## src/rtl/rf_wb_arbiter.sv

```systemverilog
// Register-file writeback arbiter: two pipeline lanes plus a 2-entry mul/div result FIFO.
// Optional macro WB_ARB_BYPASS_EN lets an md result go straight to a free port while the FIFO is empty.
module rf_wb_arbiter #(
  parameter int unsigned STARVE_LIMIT = 4
) (
  input  logic        clk,
  input  logic        resetn,
  input  logic        l0_we,
  input  logic [4:0]  l0_addr,
  input  logic [31:0] l0_data,
  input  logic        l1_we,
  input  logic [4:0]  l1_addr,
  input  logic [31:0] l1_data,
  input  logic        md_valid,
  input  logic [4:0]  md_addr,
  input  logic [31:0] md_data,
  output logic        md_ready,
  output logic        wb_stall,
  output logic        rf_we0,
  output logic [4:0]  rf_waddr0,
  output logic [31:0] rf_wdata0,
  output logic        rf_we1,
  output logic [4:0]  rf_waddr1,
  output logic [31:0] rf_wdata1,
  output logic [1:0]  q_count
);

  localparam logic [2:0] LIMIT = 3'(STARVE_LIMIT);

  logic [1:0]  count_q, count_d;
  logic [2:0]  age_q, age_d;
  logic [4:0]  addr_q [2];
  logic [4:0]  addr_d [2];
  logic [31:0] data_q [2];
  logic [31:0] data_d [2];

  logic v0, v1, stall, l0_act, l1_act, free0, free1;
  logic sq0, sq1, c0, c1, dr0, dr1, hp, ep, collapse;
  logic md_acc, byp, byp_p, push, keep0, keep1;

  logic [1:0]  p_we;
  logic [4:0]  p_addr [2];
  logic [31:0] p_data [2];

  assign v0     = (count_q != 2'd0);
  assign v1     = (count_q == 2'd2);
  assign stall  = v0 && (age_q >= LIMIT);
  assign l0_act = l0_we && !stall;
  assign l1_act = l1_we && !stall;
  assign free0  = !l0_act;
  assign free1  = !l1_act;

  // A younger lane write to the same register makes a queued result obsolete.
  assign sq0 = v0 && ((l0_act && (l0_addr == addr_q[0])) || (l1_act && (l1_addr == addr_q[0])));
  assign sq1 = v1 && ((l0_act && (l0_addr == addr_q[1])) || (l1_act && (l1_addr == addr_q[1])));
  assign c0  = v0 && !sq0;
  assign c1  = v1 && !sq1;

  // In-order drain: entry 1 only writes if the head is gone or also writes this cycle.
  assign dr0 = c0 && (free0 || free1);
  assign hp  = !free0;
  assign dr1 = c0 ? (c1 && free0 && free1) : (c1 && (free0 || free1));
  assign ep  = c0 ? 1'b1 : !free0;
  assign collapse = dr0 && dr1 && (addr_q[0] == addr_q[1]);

  assign md_ready = (count_q < 2'd2);
  assign md_acc   = md_valid && md_ready && (md_addr != 5'd0) &&
                    !((l0_act && (l0_addr == md_addr)) || (l1_act && (l1_addr == md_addr)));

`ifdef WB_ARB_BYPASS_EN
  assign byp   = md_acc && !v0 && (free0 || free1);
  assign byp_p = !free0;
`else
  assign byp   = 1'b0;
  assign byp_p = 1'b0;
`endif

  assign push  = md_acc && !byp;
  assign keep0 = v0 && !sq0 && !dr0;
  assign keep1 = v1 && !sq1 && !dr1;

  always_comb begin
    p_we      = 2'b00;
    p_addr[0] = 5'd0;
    p_addr[1] = 5'd0;
    p_data[0] = 32'd0;
    p_data[1] = 32'd0;
    if (l0_act) begin
      p_we[0]   = (l0_addr != 5'd0);
      p_addr[0] = l0_addr;
      p_data[0] = l0_data;
    end
    if (l1_act) begin
      p_we[1]   = (l1_addr != 5'd0);
      p_addr[1] = l1_addr;
      p_data[1] = l1_data;
    end
    if (dr1) begin
      p_we[ep]   = 1'b1;
      p_addr[ep] = addr_q[1];
      p_data[ep] = data_q[1];
    end
    // Two queued writes to one register in a cycle: only the younger one lands.
    if (dr0 && !collapse) begin
      p_we[hp]   = 1'b1;
      p_addr[hp] = addr_q[0];
      p_data[hp] = data_q[0];
    end
    if (byp) begin
      p_we[byp_p]   = 1'b1;
      p_addr[byp_p] = md_addr;
      p_data[byp_p] = md_data;
    end
  end

  assign rf_we0    = resetn && p_we[0];
  assign rf_we1    = resetn && p_we[1];
  assign rf_waddr0 = rf_we0 ? p_addr[0] : 5'd0;
  assign rf_wdata0 = rf_we0 ? p_data[0] : 32'd0;
  assign rf_waddr1 = rf_we1 ? p_addr[1] : 5'd0;
  assign rf_wdata1 = rf_we1 ? p_data[1] : 32'd0;
  assign wb_stall  = stall;
  assign q_count   = count_q;

  always_comb begin
    addr_d = addr_q;
    data_d = data_q;
    if (keep0) begin
      if (!keep1 && push) begin
        addr_d[1] = md_addr;
        data_d[1] = md_data;
      end
    end else if (keep1) begin
      addr_d[0] = addr_q[1];
      data_d[0] = data_q[1];
      if (push) begin
        addr_d[1] = md_addr;
        data_d[1] = md_data;
      end
    end else if (push) begin
      addr_d[0] = md_addr;
      data_d[0] = md_data;
    end
    count_d = 2'(keep0) + 2'(keep1) + 2'(push);
    if (keep0) age_d = (age_q == 3'd7) ? 3'd7 : age_q + 3'd1;
    else       age_d = 3'd0;
  end

  always_ff @(posedge clk or negedge resetn) begin
    if (!resetn) begin
      count_q   <= 2'd0;
      age_q     <= 3'd0;
      addr_q[0] <= 5'd0;
      addr_q[1] <= 5'd0;
      data_q[0] <= 32'd0;
      data_q[1] <= 32'd0;
    end else begin
      count_q <= count_d;
      age_q   <= age_d;
      addr_q  <= addr_d;
      data_q  <= data_d;
    end
  end

endmodule
```

## config.mk

```make
export PLATFORM = sky130hd
export DESIGN_NAME = rf_wb_arbiter
export DESIGN_NICKNAME = d
export VERILOG_FILES = /design/src/rtl/rf_wb_arbiter.sv
export SDC_FILE = /design/constraint.sdc
export NUM_CORES = 1
export LEC_CHECK = 0
export CAP_MARGIN = 20
export CORE_MARGIN = 2
export CORE_UTILIZATION = 40
export CTS_CLUSTER_DIAMETER = 30
export DETAILED_ROUTE_END_ITERATION = 16
export PLACE_DENSITY = 0.73
export SYNTH_ARGS = -nofsm -noshare
export SYNTH_HDL_FRONTEND = slang
export SYNTH_SLANG_ARGS = --single-unit
```

## constraint.sdc

```tcl
create_clock -name clk -period 5.4 [get_ports clk]
set_input_delay 1.35 -clock clk [delete_from_list [all_inputs] [get_ports clk]]
set_output_delay 1.35 -clock clk [all_outputs]
set_load 0.005 [all_outputs]
```

==> results of run 1 <==
## per-layer routing
metal	track usage, %	vias to the layer above	wire length, um
li1	-	2378	-
met3	6.32	24	1400
met4	7.89	0	319
met5	0	-	0
met2	44.7	269	9340
met1	32.5	2679	7780
## critical path, stage by stage
cell and delay [ns]:
sky130_fd_sc_hd__clkdlybuf4s50_1 0.52, sky130_fd_sc_hd__xnor2_1 0.14, sky130_fd_sc_hd__nand3_1 0.12, sky130_fd_sc_hd__nor3_2 0.21, sky130_fd_sc_hd__nand2_1 0.13, sky130_fd_sc_hd__a2111oi_4 0.32
sky130_fd_sc_hd__buf_6 0.21, sky130_fd_sc_hd__clkbuf_16 0.18, sky130_fd_sc_hd__a22oi_1 0.07, sky130_fd_sc_hd__a21boi_0 0.19, sky130_fd_sc_hd__clkdlybuf4s50_1 0.52
## flip-flops by register name, indices dropped and copies added (netlist names)
register	cells
data_q	64
addr_q	10
age_q	3
q_count	2
## area by class of cell
type	count	area, sq um
Fill cell	1111	4970
Tap cell	176	220
Multi-Input combinational cell	363	3100
Timing Repair Buffer	243	2480
Inverter	8	30.0
Clock buffer	12	267
Clock inverter	4	35.0
Sequential cell	79	1980
## layout by cell type (no fill, tap or decap), types with 2 or more instances in the layout
cell / n
sky130_fd_sc_hd__clkbuf_16: 10
sky130_fd_sc_hd__clkbuf_8: 3
sky130_fd_sc_hd__inv_1: 7
sky130_fd_sc_hd__buf_4: 35
sky130_fd_sc_hd__nand2_1: 11
sky130_fd_sc_hd__nor2_1: 46
sky130_fd_sc_hd__mux2_2: 7
sky130_fd_sc_hd__o211ai_1: 2
sky130_fd_sc_hd__xor2_1: 16
sky130_fd_sc_hd__clkdlybuf4s50_1: 168
sky130_fd_sc_hd__nor3_1: 5
sky130_fd_sc_hd__ha_1: 2
sky130_fd_sc_hd__buf_12: 7
sky130_fd_sc_hd__xnor2_1: 17
sky130_fd_sc_hd__a21boi_0: 4
sky130_fd_sc_hd__o2bb2ai_1: 32
sky130_fd_sc_hd__o21a_1: 37
sky130_fd_sc_hd__nand3_1: 5
sky130_fd_sc_hd__mux2_4: 30
sky130_fd_sc_hd__nor3_2: 4
sky130_fd_sc_hd__nor4_1: 2
sky130_fd_sc_hd__o31ai_4: 3
sky130_fd_sc_hd__clkinv_4: 2
sky130_fd_sc_hd__dfrtp_1: 79
sky130_fd_sc_hd__a222oi_1: 37
sky130_fd_sc_hd__dlygate4sd2_1: 6
sky130_fd_sc_hd__buf_6: 5
sky130_fd_sc_hd__inv_6: 2
sky130_fd_sc_hd__a21boi_1: 2
sky130_fd_sc_hd__xnor2_2: 3
sky130_fd_sc_hd__o22a_1: 37
sky130_fd_sc_hd__dlymetal6s2s_1: 20
sky130_fd_sc_hd__a21oi_1: 4
sky130_fd_sc_hd__a22oi_1: 37
## cells by family after synthesis
group | Yosys count | synth area share (%)
buffers and inverters | 75 | 6.44
multiplexers | 38 | 10.2
AO/OA/AOI/OAI | 200 | 31.9
flip-flops | 79 | 37.3
adder cells (fa/ha/maj) | 3 | 0.850
XOR/XNOR | 36 | 5.95
AND/OR/NAND/NOR | 86 | 7.34
## power groups by stage
stage	Clock (mW)	Combinational, mW	Sequential [mW]
6_report	0.598	0.892	1.08
5_1_grt	0.635	0.956	1.11
4_1_cts	0.609	0.885	1.08
3_5_place_dp	0	0.867	1.08
3_3_place_gp	0	0.842	1.07
2_1_floorplan	0	0.608	0.940
## repair_timing
action                                  CTS  global route
endpoints found under the setup margin   72            72
pin swaps                                 7            11
resized for setup                        14            33
hold buffers                              0             0
setup buffers                             5             1
cloned                                    0             1
## per-stage QoR
step,instance area (sq um),hold slack (ns),TNS [ns],power (mW)
5_1_grt,8110,0.504,-0.176,2.71
2_1_floorplan,5300,0.425,0,1.55
3_3_place_gp,7600,0.439,-2.27,1.91
4_1_cts,7980,0.484,0,2.57
6_report,8110,0.483,0,2.58
3_5_place_dp,7600,0.477,-4.05,1.95
## worst max path at each step
stage          startpoint       endpoint  slack, ns  depth (start not counted)
6_report       l1_addr[2]   rf_waddr0[1]       0.08                         11
5_1_grt        l1_addr[4]   rf_wdata0[7]      -0.04                         11
4_1_cts        l0_addr[2]  rf_wdata0[31]     0.0002                         11
3_5_place_dp   l0_addr[4]  rf_wdata1[18]      -0.13                         11
3_3_place_gp   l0_addr[4]  rf_wdata1[19]       -0.1                         11
2_1_floorplan  l1_addr[4]  rf_wdata0[10]       0.73                         10
==> PnR_summary.wiki, run 1 <==
{| class="wikitable"
! Metric !! Value
|-
| Outcome || finished, final reports clean
|-
| Fraction of registers with async set/reset || 100%
|-
| IO buf count || about 200
|-
| Root buffer selected by CTS || sky130_fd_sc_hd__clkbuf_16
|-
| Critical hold path startpoint || age_q[0]
|-
| Count of antenna diodes in the layout || 0
|-
| Placement-stage worst setup slack || -0.131 ns
|-
| Pin count of the biggest net entering global routing || 44
|-
| Number of cells in the finished layout apart from fillers || roughly 890
|-
| Clock power frac || around 23%
|-
| Internal portion of total power || roughly 1.7 mW
|-
| Area leader, netlist || sky130_fd_sc_hd__dfrtp_1
|-
| Crit path DAT || 3.97 ns
|-
| Number of DRC violations after detailed routing || 0
|-
| Skew-Pair Late Insertion Delay || between 0.3 and 0.4 ns
|-
| Avg WL per Cell || about 21 um
|-
| Maximum achievable frequency || about 190 MHz
|-
| # IOs || slightly below 200
|-
| Worst setup slack after layout || 0.0788 ns
|-
| Initial core utilization || between 40% and 50%
|-
| EDFF count, synth || 0
|-
| Worst EP required || around 4.1 ns
|-
| Count leader, synth || sky130_fd_sc_hd__dfrtp_1
|-
| Routed Antenna Nets || 0
|-
| Die boundary height || 119 um
|-
| Wire length after detailed routing || around 19 mm
|-
| Clock tree from TritonCTS || built
|-
| Number of antenna violations at the first check in global routing || 0
|-
| Share of final-layout standard cells stronger than drive strength 1 || around 18%
|-
| Area added between synthesis and finish || 53.1%
|-
| Worst-Margin Slew || between 0.7 and 0.8 ns
|-
| Max-Cap Viols || 0
|-
| Seq cells post-synth || 79
|-
| Synth area leaders || sky130_fd_sc_hd__dfrtp_1 37%, sky130_fd_sc_hd__mux2_4 8.5%, sky130_fd_sc_hd__a222oi_1 7.0%, sky130_fd_sc_hd__o22a_1 6.1%, sky130_fd_sc_hd__o2bb2ai_1 5.3%
|-
| Post-Syn Instances || around 520
|-
| Element type at the critical path start || primary input
|-
| Via count of the first global-routing pass || 5574
|-
| Net count of the finished layout || just over 800
|-
| Reg-to-reg slack, setup || ~1.8 ns
|-
| Type of the worst setup path || primary input to output port
|-
| Unrepaired setup endpoints after global routing || yes
|-
| Die ar. || roughly 14000 sq um
|-
| Net count of the mapped netlist || ~640
|-
| Total congestion overflow after global routing || 0
|-
| CTS clk-pin slew, worst paths || 0.05 ns
|-
| Setup violators final || 0
|-
| Number of vias per cell after detailed routing || around 6.0
|-
| Final Critical Period || ~5.3 ns
|-
| Worst reg2reg endpoint || data_q[13]
|-
| Cell count of the worst reg-to-reg path || 10
|-
| Top cells by instance count after synthesis || 79 x sky130_fd_sc_hd__dfrtp_1, 47 x sky130_fd_sc_hd__nor2_1
|-
| Switching portion of total power || 33.7%
|-
| All-layer global routing usage || a little over a quarter
|-
| Leakage Power || between 3 and 4 nW
|-
| Sequential share of the synthesized area || roughly 37%
|-
| Average cell area after synthesis || ~10 sq um
|-
| Kind of end point of the critical path || output port
|-
| Total number of H-tree levels || 3
|-
| Setup skew after layout || ~0.012 ns
|-
| Final clock period utilization by the worst path || ~99%
|-
| Combinational Power Share || between 30% and 40%
|-
| Final standard cell utilization of the core || ~62%
|-
| Die Span X || between 100 and 150 um
|-
| Number of placed cells counting well taps || between 800 and 900
|-
| Top FF cell, synth || sky130_fd_sc_hd__dfrtp_1
|-
| Class of the tightest hold or removal check || flip-flop to flip-flop
|-
| Sequential group share of total power || approximately 42%
|-
| Half-perimeter wire length after placement || roughly 13 mm
|-
| Area share of the leading cell type in the synthesized netlist || 37.3%
|-
| Drt first pass iters || 9
|-
| Final estimated routing congestion in global placement || about 0.94
|-
| DR iter-0 viols || ~560
|-
| Number of slew-limit violations in the final report || 0
|-
| Reg-to-Reg Start || q_count[0]
|-
| Clock sink count || 79
|-
| Cell area after technology mapping || about 5300 sq um
|-
| Destination of the worst hold path || age_q[0]
|-
| Number of clock buffers inserted by TritonCTS || 9
|-
| First-pass GRT wire length || 29.3 mm
|-
| Yosys warnings || 0
|-
| WHS Path Cells || 1
|-
| Normalized max-slew margin || between 40% and 50%
|-
| Number of rows in the core area || 42
|-
| Maximum number of buffers from clock root to sink || 2
|-
| Net Switching || just under 900 uW
|-
| Core area || about 13000 sq um
|-
| Worst vdd ir || between 150 and 200 uV
|-
| PwrDens || about 320 nW/um^2
|-
| Total count of hold-check failures in the final report || 0
|-
| Highest net fanout along the worst path || 9
|-
| Number of different library cells in the post-synthesis netlist || 45
|-
| Vias after detailed routing || approximately 5400
|}
No activity file was read; power rests on OpenSTA's default activity.
==> inputs of run 2 (changes only) <==
Settings changed: ABC_AREA from default to 1, ABC_CLOCK_PERIOD_IN_PS from default to 5400, PLACE_DENSITY 0.73 to 0.69.
==> PnR_summary.wiki, run 2 <==
{| class="wikitable"
! Metric !! Value
|-
| Clock tree from TritonCTS || built
|-
| Die ar. || 18600 sq um (+31%)
|-
| Overall power || 2.92 mW (+13%)
|-
| Top cells by instance count after synthesis || 511 x sky130_fd_sc_hd__nand2_1, 170 x sky130_fd_sc_hd__nor2_1, 140 x sky130_fd_sc_hd__inv_1, 117 x sky130_fd_sc_hd__nand3_1, 79 x sky130_fd_sc_hd__dfrtp_1
|-
| Core area || 17200 sq um (+32%)
|-
| Max-Cap Viols || 0 (unchanged)
|-
| Clock sink count || 79 (unchanged)
|-
| Number of cells in the finished layout apart from fillers || 1632 (+84%)
|-
| Worst EP required || 4.05 ns (about the same)
|-
| CTS clk-pin slew, worst paths || 0.06 ns (about the same)
|-
| Number of clock buffers inserted by TritonCTS || 9 (unchanged)
|-
| Area added between synthesis and finish || 36.1%
|-
| Drt first pass iters || 7 (-2)
|-
| Initial core utilization || 40.7% (+0.23 points)
|-
| Total number of H-tree levels || 3 (unchanged)
|-
| Count leader, synth || sky130_fd_sc_hd__nand2_1
|-
| Vias after detailed routing || 8315 (+55%)
|-
| Normalized max-slew margin || 37.1% (-12 points)
|-
| Element type at the critical path start || primary input
|-
| Commonest non-fill, non-tap cells in the layout || 506 x sky130_fd_sc_hd__nand2_1, 185 x sky130_fd_sc_hd__clkdlybuf4s50_1, 170 x sky130_fd_sc_hd__nor2_1, 138 x sky130_fd_sc_hd__inv_1, 117 x sky130_fd_sc_hd__nand3_1
|-
| Net count of the mapped netlist || 1360 (+110%)
|-
| Post_cts resized || 0 (-14)
|-
| Seq cells post-synth || 79 (unchanged)
|-
| Worst setup path startpoint || l1_addr[0]
|-
| Fraction of registers with async set/reset || 100% (unchanged)
|-
| Unrepaired setup endpoints after global routing || no
|-
| Reg-to-reg slack, setup || 2.27 ns (+0.50 ns)
|-
| Yosys warnings || 0 (unchanged)
|-
| End point of the critical path || rf_wdata1[9]
|-
| Setup violators final || 0 (unchanged)
|-
| EDFF count, synth || 0 (unchanged)
|-
| Number of vias per cell after detailed routing || 5.09 (-16%)
|-
| Routed Antenna Nets || 0 (unchanged)
|-
| Share of final-layout standard cells stronger than drive strength 1 || 6.25% (-11 points)
|-
| All-layer global routing usage || 28.1% (+2.0 points)
|-
| Number of rows in the core area || 48 (+14%)
|-
| Cell count of the worst reg-to-reg path || 14 (+4)
|-
| Net count of the finished layout || 1521 (+85%)
|-
| Kind of end point of the critical path || output port
|-
| Die Span X || 136 um (+15%)
|-
| Outcome || finished, final reports clean
|-
| Count of antenna diodes in the layout || 0 (unchanged)
|-
| First-pass GRT wire length || 40.9 mm (+39%)
|-
| Register with the most flip-flops || data_q
|-
| Final Critical Period || 5.24 ns (-0.0816 ns)
|-
| Area share of the leading cell type in the synthesized netlist || 28.2% (-9.1 points)
|-
| Post-Syn Instances || 1241 (+140%)
|-
| Max reg flops || 64 (unchanged)
|-
| DR iter-0 viols || 606 (+8.8%)
|-
| Most common library cell in the layout ignoring fill and taps || sky130_fd_sc_hd__nand2_1
|-
| Number of DRC violations after detailed routing || 0 (unchanged)
|-
| Hold buffer count at cts || 0 (unchanged)
|-
| Number of slew-limit violations in the final report || 0 (unchanged)
|-
| Total count of hold-check failures in the final report || 0 (unchanged)
|-
| Final clock period utilization by the worst path || 97.0% (-1.5 points)
|-
| Highest net fanout along the worst path || 17 (+8)
|-
| Area leader, netlist || sky130_fd_sc_hd__dfrtp_1
|-
| Half-perimeter wire length after placement || 17.9 mm (+37%)
|-
| Number of antenna violations at the first check in global routing || 0 (unchanged)
|-
| Total congestion overflow after global routing || 0 (unchanged)
|-
| Via count of the first global-routing pass || 7795 (+40%)
|-
| Sequential share of the synthesized area || 28.2% (-9.1 points)
|-
| Number of different library cells in the post-synthesis netlist || 27 (-40%)
|-
| Class of the tightest hold or removal check || flip-flop to flip-flop
|-
| Skew-Pair Late Insertion Delay || 0.35 ns (about the same)
|-
| Registers with the most flip-flops || data_q: 64 flops, addr_q: 10 flops, age_q: 3 flops
|-
| Cell area after technology mapping || 7020 sq um (+32%)
|-
| Root buffer selected by CTS || sky130_fd_sc_hd__clkbuf_16
|-
| Type of the worst setup path || primary input to output port
|-
| Avg WL per Cell || 15.9 um (-25%)
|-
| Pin count of the biggest net entering global routing || 72 (+64%)
|-
| Wire length after detailed routing || 25.9 mm (+38%)
|-
| Leakage Power || 5.10 nW (+48%)
|-
| Worst reg2reg endpoint || addr_q[6]
|-
| Worst-Margin Slew || 0.943 ns (+0.182 ns)
|-
| Reg-to-Reg Start || q_count[0]
|-
| Top FF cell, synth || sky130_fd_sc_hd__dfrtp_1
|-
| Number of placed cells counting well taps || 1616 (+87%)
|-
| Synth area leaders || sky130_fd_sc_hd__dfrtp_1 28%, sky130_fd_sc_hd__nand2_1 27%, sky130_fd_sc_hd__nor2_1 9.1%, sky130_fd_sc_hd__nand3_1 8.3%, sky130_fd_sc_hd__inv_1 7.5%
|-
| # IOs || 196 (unchanged)
|-
| Post-Layout Inst Area || 9560 sq um (+18%)
|-
| Worst vdd ir || 181 uV (+16%)
|-
| PwrDens || 306 nW/um^2 (-3.7%)
|-
| Maximum number of buffers from clock root to sink || 2 (unchanged)
|-
| Setup skew after layout || 0.00910 ns (-0.00316 ns)
|-
| Die boundary height || 136 um (+15%)
|-
| Maximum achievable frequency || 191 MHz (+1.6%)
|-
| Crit path DAT || 3.89 ns (-0.08 ns)
|-
| Average cell area after synthesis || 5.66 sq um (-45%)
|-
| IO buf count || 195 (unchanged)
|-
| Final estimated routing congestion in global placement || 0.981 (+4.6%)
|-
| Total placed instance area || 9210 sq um (+21%)
|-
| Number of buffers added for setup after CTS || 0 (-5)
|-
| TNS Setup || 0 ns (unchanged)
|}
-- run 2: how the worst min path moves through the flow --
stage                  start       end  slack, ns  depth (start not counted)
floorplan           age_q[0]  age_q[0]       0.43                          1
global placement    age_q[0]  age_q[0]       0.44                          1
detailed placement  age_q[0]  age_q[0]       0.45                          1
CTS                 age_q[0]  age_q[0]       0.46                          1
global route        age_q[0]  age_q[0]       0.48                          1
finish              age_q[0]  age_q[0]       0.45                          1
-- run 2: cell families (layout without fill, tap and decap cells) --
group,after synthesis,in the layout,synth area share (%)
adder cells (fa/ha/maj),3,3,0.642
AO/OA/AOI/OAI,10,10,0.873
XOR/XNOR,21,21,2.62
flip-flops,79,79,28.2
buffers and inverters,232,398,13.8
AND/OR/NAND/NOR,896,896,53.9
-- run 2: power breakdown --
part           leakage (nW)  switching, mW  internal (mW)
logic                  3.96          0.720          0.484
registers             0.986          0.262          0.804
clock network         0.150          0.264          0.387
total                  5.10           1.25           1.67
-- run 2: stage by stage --
stage,utilization (%),setup WS (ns),hold WS [ns]
2_1_floorplan,-,1.23,0.425
3_3_place_gp,53.4,0.133,0.440
3_5_place_dp,53.4,0.110,0.448
4_1_cts,55.2,0.0990,0.456
5_1_grt,55.4,0.00571,0.481
6_report,55.4,0.160,0.451
-- run 2: layout make-up --
class	instances	area, sq um
fillers	1798	7680
multi-input cells	930	4090
repair buffers	236	2340
flip-flops and latches	79	1980
inverters	146	548
well taps	225	282
clock buffers	11	253
clock inverters	5	65.1
-- run 2: per-layer routing --
layer	share of wire, %	routed length, um	up-vias	global-route usage (%)
li1	-	-	4135	-
met1	44	11300	3743	37.9
met2	47	12100	394	46.2
met3	7.5	1950	43	3.47
met4	2.1	533	0	10.2
met5	0	0	-	0
-- run 2: critical path, stage by stage --
cell and delay, ns:
sky130_fd_sc_hd__clkdlybuf4s50_1 0.47, sky130_fd_sc_hd__buf_4 0.18, sky130_fd_sc_hd__inv_1 0.11, sky130_fd_sc_hd__nand2_1 0.06, sky130_fd_sc_hd__nand3_1 0.10, sky130_fd_sc_hd__nor2_1 0.05
sky130_fd_sc_hd__nand2_1 0.09, sky130_fd_sc_hd__nand3_2 0.13, sky130_fd_sc_hd__nor2_4 0.16, sky130_fd_sc_hd__buf_4 0.29, sky130_fd_sc_hd__nand4_1 0.12, sky130_fd_sc_hd__nand2_1 0.08
sky130_fd_sc_hd__nor2_1 0.04, sky130_fd_sc_hd__nor2_1 0.14, sky130_fd_sc_hd__clkdlybuf4s50_1 0.52
==> inputs of run 3 (changes only) <==
Settings changed: ABC_CLOCK_PERIOD_IN_PS 5400 to 4500, PLACE_DENSITY 0.69 to 0.71.
Clock period 5.4 ns to 4.5 ns, I/O delays scaled along.
==> PnR_summary.wiki, run 3 (synthesis gave the netlist of run 2 again) <==
{| class="wikitable"
! Metric !! Value
|-
| Setup skew after layout || 0.00959 ns (+0.000490 ns)
|-
| Clock sink count || 79 (unchanged)
|-
| Total placed instance area || 9600 sq um (+4.2%)
|-
| Commonest non-fill, non-tap cells in the layout || 499 x sky130_fd_sc_hd__nand2_1, 163 x sky130_fd_sc_hd__nor2_1, 140 x sky130_fd_sc_hd__clkdlybuf4s50_1, 136 x sky130_fd_sc_hd__inv_1, 117 x sky130_fd_sc_hd__nand3_1
|-
| Normalized max-slew margin || 45.0% (+7.9 points)
|-
| Outcome || finished, final reports clean
|-
| PwrDens || 358 nW/um^2 (+17%)
|-
| Vias after detailed routing || 8705 (+4.7%)
|-
| Count of antenna diodes in the layout || 0 (unchanged)
|-
| Maximum number of buffers from clock root to sink || 2 (unchanged)
|-
| Crit path DAT || 3.34 ns (-0.55 ns)
|-
| Wire length after detailed routing || 27.6 mm (+6.4%)
|-
| Pin count of the biggest net entering global routing || 43 (-40%)
|-
| Class of the tightest hold or removal check || flip-flop to flip-flop
|-
| Post-Layout Inst Area || 10300 sq um (+7.7%)
|-
| IO buf count || 195 (unchanged)
|-
| Type of the worst setup path || primary input to output port
|-
| Unrepaired setup endpoints after global routing || yes
|-
| Number of slew-limit violations in the final report || 0 (unchanged)
|-
| # IOs || 196 (unchanged)
|-
| Number of DRC violations after detailed routing || 0 (unchanged)
|-
| Overall power || 3.69 mW (+26%)
|-
| TNS Setup || 0 ns (unchanged)
|-
| Maximum achievable frequency || about 220 MHz
|-
| Largest delay share family, worst path || buffers and inverters
|-
| Element type at the critical path start || primary input
|-
| Max reg flops || 64 (unchanged)
|-
| Register with the most flip-flops || data_q
|-
| Via count of the first global-routing pass || 7956 (+2.1%)
|-
| Initial core utilization || 40.7% (unchanged)
|-
| Final estimated routing congestion in global placement || 1.02 (+3.9%)
|-
| Skew-Pair Late Insertion Delay || 0.35 ns (about the same)
|-
| Leakage Power || 6.03 nW (+18%)
|-
| Die boundary height || 136 um (unchanged)
|-
| Number of clock buffers inserted by TritonCTS || 9 (unchanged)
|-
| Total count of hold-check failures in the final report || 0 (unchanged)
|-
| Area added between synthesis and finish || 46.7%
|-
| Clock tree from TritonCTS || built
|-
| CTS clk-pin slew, worst paths || 0.06 ns (about the same)
|-
| Highest net fanout along the worst path || 12 (-5)
|-
| Worst EP required || 3.38 ns (-0.67 ns)
|-
| Final standard cell utilization of the core || 59.7% (+4.3 points)
|-
| All-layer global routing usage || 28.9% (+0.81 points)
|-
| Total congestion overflow after global routing || 0 (unchanged)
|-
| Number of rows in the core area || 48 (unchanged)
|-
| Bufs and invs on worst path || 4 (-1)
|-
| Number of placed cells counting well taps || 1653 (+2.3%)
|-
| Root buffer selected by CTS || sky130_fd_sc_hd__clkbuf_16
|-
| Share of final-layout standard cells stronger than drive strength 1 || 10.9% (+4.7 points)
|-
| Drt first pass iters || 6 (-1)
|-
| Worst setup slack after layout || 0.0397 ns (-0.121 ns)
|-
| Worst vdd ir || 228 uV (+26%)
|-
| Placement-stage worst setup slack || -0.282 ns (-0.393 ns)
|-
| Half-perimeter wire length after placement || 18.7 mm (+4.2%)
|-
| First-pass GRT wire length || 41.9 mm (+2.4%)
|-
| Core area || 17200 sq um (unchanged)
|-
| Worst-Margin Slew || 0.822 ns (-0.121 ns)
|-
| Die Span X || 136 um (unchanged)
|-
| Worst hold slack after final layout || 0.468 ns (+0.0169 ns)
|-
| Die ar. || 18600 sq um (unchanged)
|-
| Crit-path max cell delay || 0.44 ns (-0.08 ns)
|-
| Setup violators final || 0 (unchanged)
|-
| Number of antenna violations at the first check in global routing || 0 (unchanged)
|-
| Number of vias per cell after detailed routing || 5.18 (+1.6%)
|-
| Worst-path cell with the longest stage delay || sky130_fd_sc_hd__clkdlybuf4s50_1
|-
| Total number of H-tree levels || 3 (unchanged)
|-
| Avg WL per Cell || 16.4 um (+3.3%)
|-
| Final Critical Period || ~4.5 ns
|-
| Final clock period utilization by the worst path || 99.1%
|-
| Routed Antenna Nets || 0 (unchanged)
|-
| Kind of end point of the critical path || output port
|-
| Max-Cap Viols || 0 (unchanged)
|-
| Net count of the finished layout || 1570 (+3.2%)
|-
| Critical Path, Cell by Cell || dlygate4sd2_1 -> xnor2_1 -> nand2_1 -> nor2_1 -> nand2_2 -> nand3_4 -> nand2_4 -> buf_6 -> nor2_1 -> nand2_1 -> nand2_1 -> nand2_2 -> nand2_8 -> buf_12 -> nor2_1 -> clkdlybuf4s50_1
|-
| Most common library cell in the layout ignoring fill and taps || sky130_fd_sc_hd__nand2_1
|-
| Number of cells in the finished layout apart from fillers || 1681 (+3.0%)
|-
| Registers with the most flip-flops || data_q: 64 flops, addr_q: 10 flops, age_q: 3 flops
|-
| DR iter-0 viols || 703 (+16%)
|}
==> run 3: cell types whose count changed in the layout (fill, tap and decap cells not counted), moves of 10 or more <==
cell,previous run,this run
sky130_fd_sc_hd__dlymetal6s2s_1,9,36
sky130_fd_sc_hd__buf_12,4,14
sky130_fd_sc_hd__dlygate4sd2_1,0,11
sky130_fd_sc_hd__clkdlybuf4s50_1,185,140
sky130_fd_sc_hd__buf_4,35,62
==> run 3: path summary, 6_finish.rpt <==
check / from / slack, ns / to / cells past startpoint
worst max-delay path: l1_addr[0] / 0.04 / rf_wdata1[15] / 16
worst min-delay path: age_q[0] / 0.47 / age_q[0] / 1
worst max register to register: q_count[0] / 1.46 / data_q[19] / 15
worst min register to register: age_q[0] / 0.47 / age_q[0] / 1
max in group asynchronous: resetn / 3.04 / data_q[10] / 2
min in group asynchronous: resetn / 0.63 / addr_q[6] / 1
==> run 3: final cells by class <==
| cell class | count | area, sq um |
|---|---|---|
| fill | 1693 | 6940 |
| multi-input combinational | 930 | 4200 |
| timing repair buffer | 285 | 2970 |
| sequential | 79 | 1980 |
| inverter | 146 | 561 |
| tap | 225 | 282 |
| clock buffer | 10 | 239 |
| clock inverter | 6 | 66.3 |
==> run 3: what timing repair did <==
action,4_1_cts,5_1_grt
pin swaps,7,4
hold buffers,0,0
gates resized for setup,39,74
endpoints found under the setup margin,76,69
buffers inserted,3,4
cloned,1,4
==> run 3: per-layer routing <==
layer | GRT usage (%) | routed length [um] | vias up
met2 | 48.1 | 12900 | 423
met3 | 3.99 | 2220 | 70
met4 | 10.4 | 952 | 0
li1 | - | - | 4231
met1 | 38.2 | 11500 | 3981
met5 | 0 | 0 | -
==> run 3: power breakdown <==
part / switching [mW] / internal (mW) / total [mW]
sequential: 0.319 / 0.964 / 1.28
combinational: 0.935 / 0.698 / 1.63
clock: 0.324 / 0.448 / 0.773
==> run 3: worst reg2reg max path, stage by stage, from the launching register on <==
cell	delay, ns
sky130_fd_sc_hd__dfrtp_1	0.40
sky130_fd_sc_hd__nor2_2	0.21
sky130_fd_sc_hd__inv_2	0.09
sky130_fd_sc_hd__nand2_2	0.08
sky130_fd_sc_hd__nand2_2	0.09
sky130_fd_sc_hd__buf_4	0.18
sky130_fd_sc_hd__nand2_1	0.14
sky130_fd_sc_hd__nand3_4	0.11
sky130_fd_sc_hd__nand2_4	0.08
sky130_fd_sc_hd__buf_4	0.10
sky130_fd_sc_hd__buf_4	0.37
sky130_fd_sc_hd__nand3_1	0.18
sky130_fd_sc_hd__nand2_2	0.10
sky130_fd_sc_hd__nand2_2	0.47
sky130_fd_sc_hd__nand2_1	0.24
sky130_fd_sc_hd__nand2_1	0.08
